[src/rtl/adder_16bit_addsub_pkg.sv]
// adder_16bit_addsub_pkg: shared width constants and the packed result type
package adder_16bit_addsub_pkg;
  localparam int WIDTH = 16;
  localparam int SLICES = WIDTH / 4;
  typedef struct packed {
    logic o;
    logic c_out;
    logic [WIDTH-1:0] sum;
  } result_t;
endpackage

[src/rtl/adder4_slice.sv]
// adder4_slice: 4-bit ripple adder of full-adder cells, exposing the carry into bit 3
module adder4_slice (
  input  logic [3:0] a,
  input  logic [3:0] b,
  input  logic       cin,
  output logic [3:0] s,
  output logic       cout,
  output logic       c3
);
  logic [4:0] c;
  assign c[0] = cin;
  for (genvar i = 0; i < 4; i++) begin : g_fa
    assign s[i] = a[i] ^ b[i] ^ c[i];
    assign c[i+1] = (a[i] & b[i]) | (c[i] & (a[i] ^ b[i]));
  end
  assign cout = c[4];
  assign c3 = c[3];
endmodule

[src/rtl/adder_16bit_addsub.sv]
// adder_16bit_addsub: registered 16-bit add/subtract with carry-out and signed overflow
module adder_16bit_addsub
  import adder_16bit_addsub_pkg::*;
(
  input  logic             clk,
  input  logic             rst,
  input  logic [WIDTH-1:0] A,
  input  logic [WIDTH-1:0] B,
  input  logic             Add_ctrl,
  output logic [WIDTH-1:0] SUM,
  output logic             C_out,
  output logic             O
);
  logic [WIDTH-1:0] b_eff;
  logic [WIDTH-1:0] sum_d;
  logic [SLICES:0] c;
  logic [SLICES-2:0] c3_unused;
  logic c15;
  result_t res_q;
  assign b_eff = B ^ {WIDTH{~Add_ctrl}};
  assign c[0] = ~Add_ctrl;
  for (genvar i = 0; i < SLICES; i++) begin : g_slice
    if (i == SLICES - 1) begin : g_top
      adder4_slice u_slice (
        .a(A[4*i+:4]), .b(b_eff[4*i+:4]), .cin(c[i]),
        .s(sum_d[4*i+:4]), .cout(c[i+1]), .c3(c15)
      );
    end else begin : g_low
      adder4_slice u_slice (
        .a(A[4*i+:4]), .b(b_eff[4*i+:4]), .cin(c[i]),
        .s(sum_d[4*i+:4]), .cout(c[i+1]), .c3(c3_unused[i])
      );
    end
  end
  // capture {O, C_out, SUM}; reset overrides the operation sampled on the same edge
  always_ff @(posedge clk) begin
    res_q <= rst ? '0 : result_t'{o: c[SLICES] ^ c15, c_out: c[SLICES], sum: sum_d};
  end
  assign SUM = res_q.sum;
  assign C_out = res_q.c_out;
  assign O = res_q.o;
endmodule

[config.mk]
export PLATFORM = sky130hd
export DESIGN_NAME = adder_16bit_addsub
export DESIGN_NICKNAME = d
export VERILOG_FILES = /design/src/rtl/adder_16bit_addsub_pkg.sv /design/src/rtl/adder4_slice.sv /design/src/rtl/adder_16bit_addsub.sv
export SDC_FILE = /design/constraint.sdc
export NUM_CORES = 1
export LEC_CHECK = 0
export BUFFER_PORTS_ARGS = -buffer_cell sky130_fd_sc_hd__buf_4
export CAP_MARGIN = 40
export CELL_PAD_IN_SITES_DETAIL_PLACEMENT = 0
export CELL_PAD_IN_SITES_GLOBAL_PLACEMENT = 1
export CORE_MARGIN = 2
export CORE_UTILIZATION = 32
export DETAILED_ROUTE_END_ITERATION = 8
export GPL_TIMING_DRIVEN = 0
export PLACE_DENSITY_LB_ADDON = 0.1
export SYNTH_ARGS = -nofsm -noshare
export SYNTH_HDL_FRONTEND = slang
export SYNTH_SLANG_ARGS = --single-unit
[constraint.sdc]
create_clock -name clk -period 9.3 [get_ports clk]
set_clock_uncertainty 0.1 [all_clocks]
set_input_delay 0.93 -clock clk [delete_from_list [all_inputs] [get_ports clk]]
set_output_delay 0.93 -clock clk [all_outputs]
set_load 0.02 [all_outputs]
Word-level counts from Yosys, hierarchy flattened
Cells that the tools add are included.
{"block": "word_totals", "reg_bits": 18, "out_inout_bits": 18}
{"block": "op_classes", "n_bitwise": 83}
{"cell": "$xor 1x1->1", "n": 33}
{"cell": "$and 1x1->1", "n": 32}
{"cell": "$or 1x1->1", "n": 16}
{"cell": "$xor 16x16->16", "n": 1}
{"cell": "$not 1->1", "n": 1}

Depth between registers and ports, before layout
Gate-level depths: netlist of run 1.
{"block": "logic_depth", "word_depth": 36, "mapped_depth": 24}

Hierarchy
From an unflattened synthesis of run 1, not the netlist that was laid out.
{"block": "hier_totals", "cells_unflattened": 105, "hier_area_um2": 1103.6}
{"module": "adder_16bit_addsub", "instances": 1, "cells_each": 57, "area_each_um2": 663.1, "seq_area_each_um2": 360.3}
{"module": "adder4_slice", "instances": 4, "cells_each": 12, "area_each_um2": 110.1, "seq_area_each_um2": 0.0}

Least setup slack after synthesis of run 1
No wires, ideal clock.
{"block": "synth_timing", "kind": "input to register", "startpoint": "input Add_ctrl", "endpoint": "register res_q, in the netlist SUM[15]", "setup_time_ns": 0.116, "t_arrival_ns": 7.075, "path_slack_ns": 2.009, "stages": 23, "path_cell_list": "buf_6 > buf_12 > nor2_2 > a21oi_1 > fa_1 > fa_1 > fa_1 > fa_1 > fa_1 > fa_1 > fa_1 > fa_1 > fa_1 > fa_1 > fa_1 > fa_1 > inv_1 > fa_1 > inv_1 > fa_1 > inv_1 > fa_1 > nor2b_1"}
{"block": "synth_between", "elab_chain_cells": 34, "elab_cells_between_ends": 64, "cone_classes": "bitwise (64)"}
{"element": "start: declaration", "line": "adder_16bit_addsub.sv:9", "source": "input logic Add_ctrl,"}
{"element": "$not 1->1 (*)", "line": "adder_16bit_addsub.sv:20, adder_16bit_addsub.sv:21"}
{"element": "$xor 16x16->16", "line": "adder_16bit_addsub.sv:20", "source": "assign b_eff = B ^ {WIDTH{~Add_ctrl}};"}
{"element": "$xor 1x1->1", "line": "adder4_slice.sv:14", "source": "assign c[i+1] = (a[i] & b[i]) | (c[i] & (a[i] ^ b[i]));"}
{"element": "$and 1x1->1", "line": "adder4_slice.sv:14"}
{"element": "$or 1x1->1", "line": "adder4_slice.sv:14"}
{"element": "$and 1x1->1", "line": "adder4_slice.sv:14"}
{"element": "$or 1x1->1", "line": "adder4_slice.sv:14"}
{"element": "$and 1x1->1", "line": "adder4_slice.sv:14"}
{"element": "[... 19 more ...]"}
{"element": "$and 1x1->1", "line": "adder4_slice.sv:14"}
{"element": "$or 1x1->1", "line": "adder4_slice.sv:14"}
{"element": "$and 1x1->1", "line": "adder4_slice.sv:14"}
{"element": "$or 1x1->1", "line": "adder4_slice.sv:14"}
{"element": "$and 1x1->1", "line": "adder4_slice.sv:14"}
{"element": "$or 1x1->1", "line": "adder4_slice.sv:14"}
{"element": "$xor 1x1->1 (*)", "line": "adder4_slice.sv:13", "source": "assign s[i] = a[i] ^ b[i] ^ c[i];"}
{"element": "net g_slice[3].g_top.u_slice.s[3]", "line": "adder4_slice.sv:6", "source": "output logic [3:0] s,"}
{"element": "end signal: assignment", "line": "adder_16bit_addsub.sv:37", "source": "res_q <= rst ? '0 : result_t'{o: c[SLICES] ^ c15, c_out: c[SLICES], sum: sum_d};"}
{"element": "end: declaration", "line": "adder_16bit_addsub.sv:19", "source": "result_t res_q;"}
The timed path passes the listed nets; every way through them passes the cells marked *.
A chain may end at the register's enable or synchronous reset.

Final worst setup path of run 1
Ends and elaborated chain as after synthesis.

==> impl_metrics.yaml, run 1 <==
setup_path:
  cp.required_ns: 9.39
  cp_cell_sequence: "buf_6 > buf_12 > nor2_2 > a21oi_1 > fa_1 > fa_1 > fa_1 > fa_1 > fa_1 > fa_1 > fa_1 > fa_1 > fa_1 > fa_1 > fa_1 > fa_1 > inv_1 > fa_1 > inv_1 > fa_1 > inv_1 > fa_1 > nor2b_1"
  cp_slowest_stage_delay_ns: 0.42
  arrival_ns: 7.33
  startpoint: "Add_ctrl"
  crit_family: "adder cells"
  cp_slowest_cell: "fa_1"
  start_kind: "primary input"
  end_kind: "register"
  path_class: "primary input to register"
  crit_buf_inv: 5
  cp_max_fo: 10
  crit_top_cell: "fa_1"
layout:
  drive_gt1_share_pct: 41.0
  fillers: 297
  antenna_cells: 0
  fin_area_mm2: 0.00145
  final_cells: 177
  syn2layout_area_growth_pct: 45.4
  final_common_cell: "buf_4"
  layout.nets: 195
  layout_common_cells: "buf_4 (50), dfxtp_1 (18), inv_1 (16), nor2_1 (15), fa_1 (15)"
global_routing:
  first_global_vias: 709
  grt_antenna_before_repair: 0
  grt_max_degree: 11
  grt_pass1_wl_um: 2840
  grt_use_total_pct: 11.1
  globalRoute.totalOverflow: 0
clock_network:
  cts_tree: "built"
  clk_pin_slew_ns: 0.10
  cts_made_buffers: 3
  clock-sinks: 18
  htree_levels: 1
  cts_root_buf: "clkbuf_4"
  cts_setup_buffers: 0
  clk_path_buf_depth: 2
  hold_buffers: 0
  cts.repair.resized: 0
sta:
  setup_viol: 0
  worstMarginPinSlew_ns: 0.215
  timing_hold_violations_final: 0
  min_period_ns: 7.25
  slew_violations: 0
  slew-limit-headroom_pct: 85.6
  finalCritPeriodShare_pct: 77.9
  fin_tns_setup_ns: 0
  fmax_ghz: 0.138
  grt_setup_unrepaired: "no"
floorplan:
  die_w_um: 59.8
  ioPinCount: 53
  dieArea_mm2: 0.00358
  initial_core_util_pct: 33.2
  rows: 20
  dieHeight_um: 59.8
  core_area_mm2: 0.00300
place:
  hpwl_um: 1550
  portBuffers: 50
  dpl-instance-area_mm2: 0.00141
  dp_cells: 173
  place.gp.congestion: 0.722
logic_synthesis:
  avgSynthCellArea_um2: 11.1
  ys_seq_area_share_pct: 36.1
  syn_area_um2: 997
  ys_seq_elements: 18
  syn_inst: 90
  syn-num-nets: 140
  synth_warnings: 0
  synth_cell_types: 12
routing:
  drtPass1Iterations: 2
  first_iter_violations: 3
  drc: 0
  vias_per_cell: 4.02
  avgRoutedWirePerCell_um: 10.3
  vias: 712
  routed_wl_um: 1820
  ant_nets: 0
power:
  power_density_mw_per_mm2: 159
  irDropWorstVdd_v: 0.0000491
  p_total_mw: 0.230
  leakagePower_nw: 0.740
outcome:
  status: "finished, final reports clean"
hold_path:
  hold_start: "A[0]"
  hold_path_end: "SUM[0]"
  hold_depth: 3
  hp-class: "primary input to register"
run:
  maxCapViolCount: 0
metrics by stage:
stage / util (%) / setup WS [ns] / hold WS (ns)
finish: 48.3 / 2.05 / 0.782
CTS: 48.3 / 2.03 / 0.773
global route: 48.3 / 1.84 / 0.776
floorplan: - / 2.01 / 0.967
detailed placement: 47.1 / 1.71 / 1.08
global placement: 47.1 / 1.71 / 1.08
metal layers:
layer  track usage, %  routed length, um  up-vias  part of all wire [%]
met5                0                  0        -                     0
met4             6.67                 27        0                   1.5
met3             1.95                112        2                   6.2
met2             21.3               1010       27                    56
met1             10.7                666      324                    37
li1                 -                  -      359                     -
where the power goes:
group | leakage, nW | total [mW] | switching (mW) | internal [mW]
Clock | 0.0210 | 0.0467 | 0.0229 | 0.0238
Sequential | 0.150 | 0.0935 | 0.00310 | 0.0904
Combinational | 0.569 | 0.0903 | 0.0456 | 0.0447
cells by family after synthesis:
logic type | synth area share, %
flops | 36.1
buf+inv | 10.2
xor+xnor | 14.9
simple gates | 8.16
fa+ha+maj | 30.1
compound gates | 0.501
tightest hold or removal path, delay by kind of cell:
family                    cells  cell delay (ns)
xor gates and xnor gates      1             0.05
buffers and inverters         1             0.09
and+or+nand+nor               1             0.07
state kept, by name (all words and copies together), names as in the netlist:
signal,flops
SUM,16
C_out,1
O,1
cells in the mapped netlist:
| master | number | area, um^2 |
|---|---|---|
| nor2b_1 | 3 | 18.8 |
| buf_12 | 1 | 20.0 |
| a21oi_1 | 1 | 5.00 |
| inv_1 | 16 | 60.1 |
| dfxtp_1 | 18 | 360 |
| buf_2 | 2 | 10.0 |
| xnor2_1 | 3 | 26.3 |
| xor2_1 | 14 | 123 |
| nor2_2 | 1 | 6.26 |
| nor2_1 | 15 | 56.3 |
| buf_6 | 1 | 11.3 |
| fa_1 | 15 | 300 |
cell type report:
cell class | count | area [um^2] | area share (%)
Multi-Input combinational cell | 52 | 536 | 36.9
Timing Repair Buffer | 50 | 375 | 25.9
Clock buffer | 4 | 36.3 | 2.50
Buffer | 4 | 41.3 | 2.85
Tap cell | 33 | 41.3 | 2.85
Sequential cell | 18 | 360 | 24.8
Inverter | 16 | 60.1 | 4.14
worst max-delay path by stage:
stage              end  cells past startpoint
4_1_cts        SUM[15]                     23
2_1_floorplan  SUM[15]                     23
6_report       SUM[15]                     23
5_1_grt        SUM[15]                     23
3_3_place_gp   SUM[15]                     23
3_5_place_dp   SUM[15]                     23
No activity file was read; power rests on OpenSTA's default activity.
==> inputs of run 2 (changes only) <==
Settings changed: CORE_UTILIZATION 32 to 29.
Clock period 9.3 ns to 5.8 ns, I/O delays scaled along.
==> impl_metrics.yaml, run 2 (synthesis gave the netlist of run 1 again) <==
sta:
  fmax_ghz: 0.161
  worstMarginPinSlew_ns: 0.208
  grt_setup_unrepaired: "yes"
  timing_hold_violations_final: 0
  slew-limit-headroom_pct: 86.1
  setup_slack_ns: -0.411
  finalCritPeriodShare_pct: 107
  slew_violations: 0
  setup_viol: 4
  whs_ns: 0.447
  min_period_ns: 6.21
outcome:
  status: "finished, violations left"
  violations: "setup timing"
layout:
  largest_reg_flops: 16
  final_common_cell: "buf_4"
  fillers: 339
  layout_common_cells: "buf_4 (55), dfxtp_1 (18), nor2_1 (15), fa_2 (15), xor2_1 (14)"
  syn2layout_area_growth_pct: 56.3
  fin_util_pct: 47.1
  drive_gt1_share_pct: 55.7
  layout.nets: 200
  antenna_cells: 0
  fin_area_mm2: 0.00156
floorplan:
  die_w_um: 62.6
  dieArea_mm2: 0.00392
  ioPinCount: 53
  dieHeight_um: 62.6
  initial_core_util_pct: 30.1
  rows: 21
  core_area_mm2: 0.00331
power:
  p_seq_share_pct: 39.3
  power_density_mw_per_mm2: 245
  swShare_pct: 31.5
  irDropWorstVdd_v: 0.0000881
  clock_power_share_pct: 20.1
  p_sw_mw: 0.120
  p_int_mw: 0.262
  pwr-share-comb_pct: 40.6
  p_total_mw: 0.382
  leakagePower_nw: 0.753
setup_path:
  startpoint: "Add_ctrl"
  start_kind: "primary input"
  path_class: "primary input to register"
  arrival_ns: 6.30
  cp.required_ns: 5.89
  cp_max_fo: 3
  end_kind: "register"
place:
  pre_cts_ws_ns: -0.812
  place.gp.congestion: 0.665
  hpwl_um: 1560
  dpl-instance-area_mm2: 0.00148
  portBuffers: 50
routing:
  routed_wl_um: 1920
  avgRoutedWirePerCell_um: 9.86
  vias: 743
  drc: 0
  ant_nets: 0
  first_iter_violations: 2
  drtPass1Iterations: 2
  vias_per_cell: 3.81
clock_network:
  cts_made_buffers: 3
  clock-sinks: 18
  clk_path_buf_depth: 2
  cts_root_buf: "clkbuf_4"
  cts_tree: "built"
  htree_levels: 1
  hold_buffers: 0
  clk_pin_slew_ns: 0.11
global_routing:
  grtUsageMet1_pct: 12.2
  grt_use_total_pct: 11.1
  use_met2_pct: 20.4
  globalRoute.totalOverflow: 0
  grt-busiest-layer: "met2"
  grt_pass1_wl_um: 3370
  grt_max_degree: 11
  met3_usage_pct: 1.98
  first_global_vias: 797
  grt_antenna_before_repair: 0
hold_path:
  hp-class: "primary input to register"
  hold_start: "A[0]"
  hold_depth: 3
run:
  maxCapViolCount: 0
-- run 2: cell count changes in the layout (fill, tap and decap cells not counted), moves of 3 or more --
cell,change
inv_2,+3
fa_1,-15
buf_4,+5
fa_2,+15
inv_1,-3
-- run 2: worst max-delay path, cell delays in order --
cell,delay (ns)
buf_12,0.11
buf_12,0.12
nor2_4,0.09
a21oi_2,0.04
fa_2,0.33
fa_2,0.35
fa_2,0.35
fa_2,0.34
fa_2,0.34
fa_2,0.36
fa_2,0.35
fa_2,0.35
fa_2,0.34
fa_2,0.35
fa_2,0.34
fa_2,0.34
inv_2,0.06
fa_2,0.18
inv_2,0.04
fa_2,0.34
inv_2,0.06
fa_2,0.41
nor2b_1,0.13
-- run 2: final timing paths --
path,slack (ns),to
worst max-delay path,-0.41,SUM[15]
worst min-delay path,0.45,SUM[0]
-- run 2: final cells by class --
| cell class | instances | area (um^2) | area share (%) |
|---|---|---|---|
| multi-input combinational | 52 | 582 | 37.3 |
| timing repair buffer | 55 | 413 | 26.5 |
| sequential | 18 | 360 | 23.1 |
| inverter | 16 | 60.1 | 3.85 |
| tap | 46 | 57.6 | 3.69 |
| buffer | 4 | 50.0 | 3.21 |
| clock buffer | 4 | 36.3 | 2.33 |
-- run 2: layer usage --
| metal | up-vias | share of wire [%] |
|---|---|---|
| li1 | 370 | - |
| met1 | 346 | 39 |
| met2 | 25 | 54 |
| met3 | 2 | 5.9 |
| met4 | 0 | 1.4 |
| met5 | - | 0 |
-- run 2: per-stage QoR --
stage | instances | setup TNS [ns]
3_3_place_gp | 186 | -2.60
6_report | 195 | -0.832
3_5_place_dp | 186 | -2.59
5_1_grt | 195 | -1.46
4_1_cts | 195 | -0.968
2_1_floorplan | 90 | -1.60
-- run 2: repair_timing --
action / in CTS / in global routing
setup buffers: 5 / 0
setup endpoints to repair: 4 / 4
gates resized for setup: 2 / 0
pin swaps: 3 / 1
-- run 2: power by group through the flow --
stage | combinational (mW) | sequential (mW) | clock [mW]
6_report | 0.155 | 0.150 | 0.0768
5_1_grt | 0.176 | 0.152 | 0.0858
4_1_cts | 0.159 | 0.150 | 0.0798
3_5_place_dp | 0.155 | 0.153 | 0
3_3_place_gp | 0.153 | 0.153 | 0
2_1_floorplan | 0.0631 | 0.181 | 0
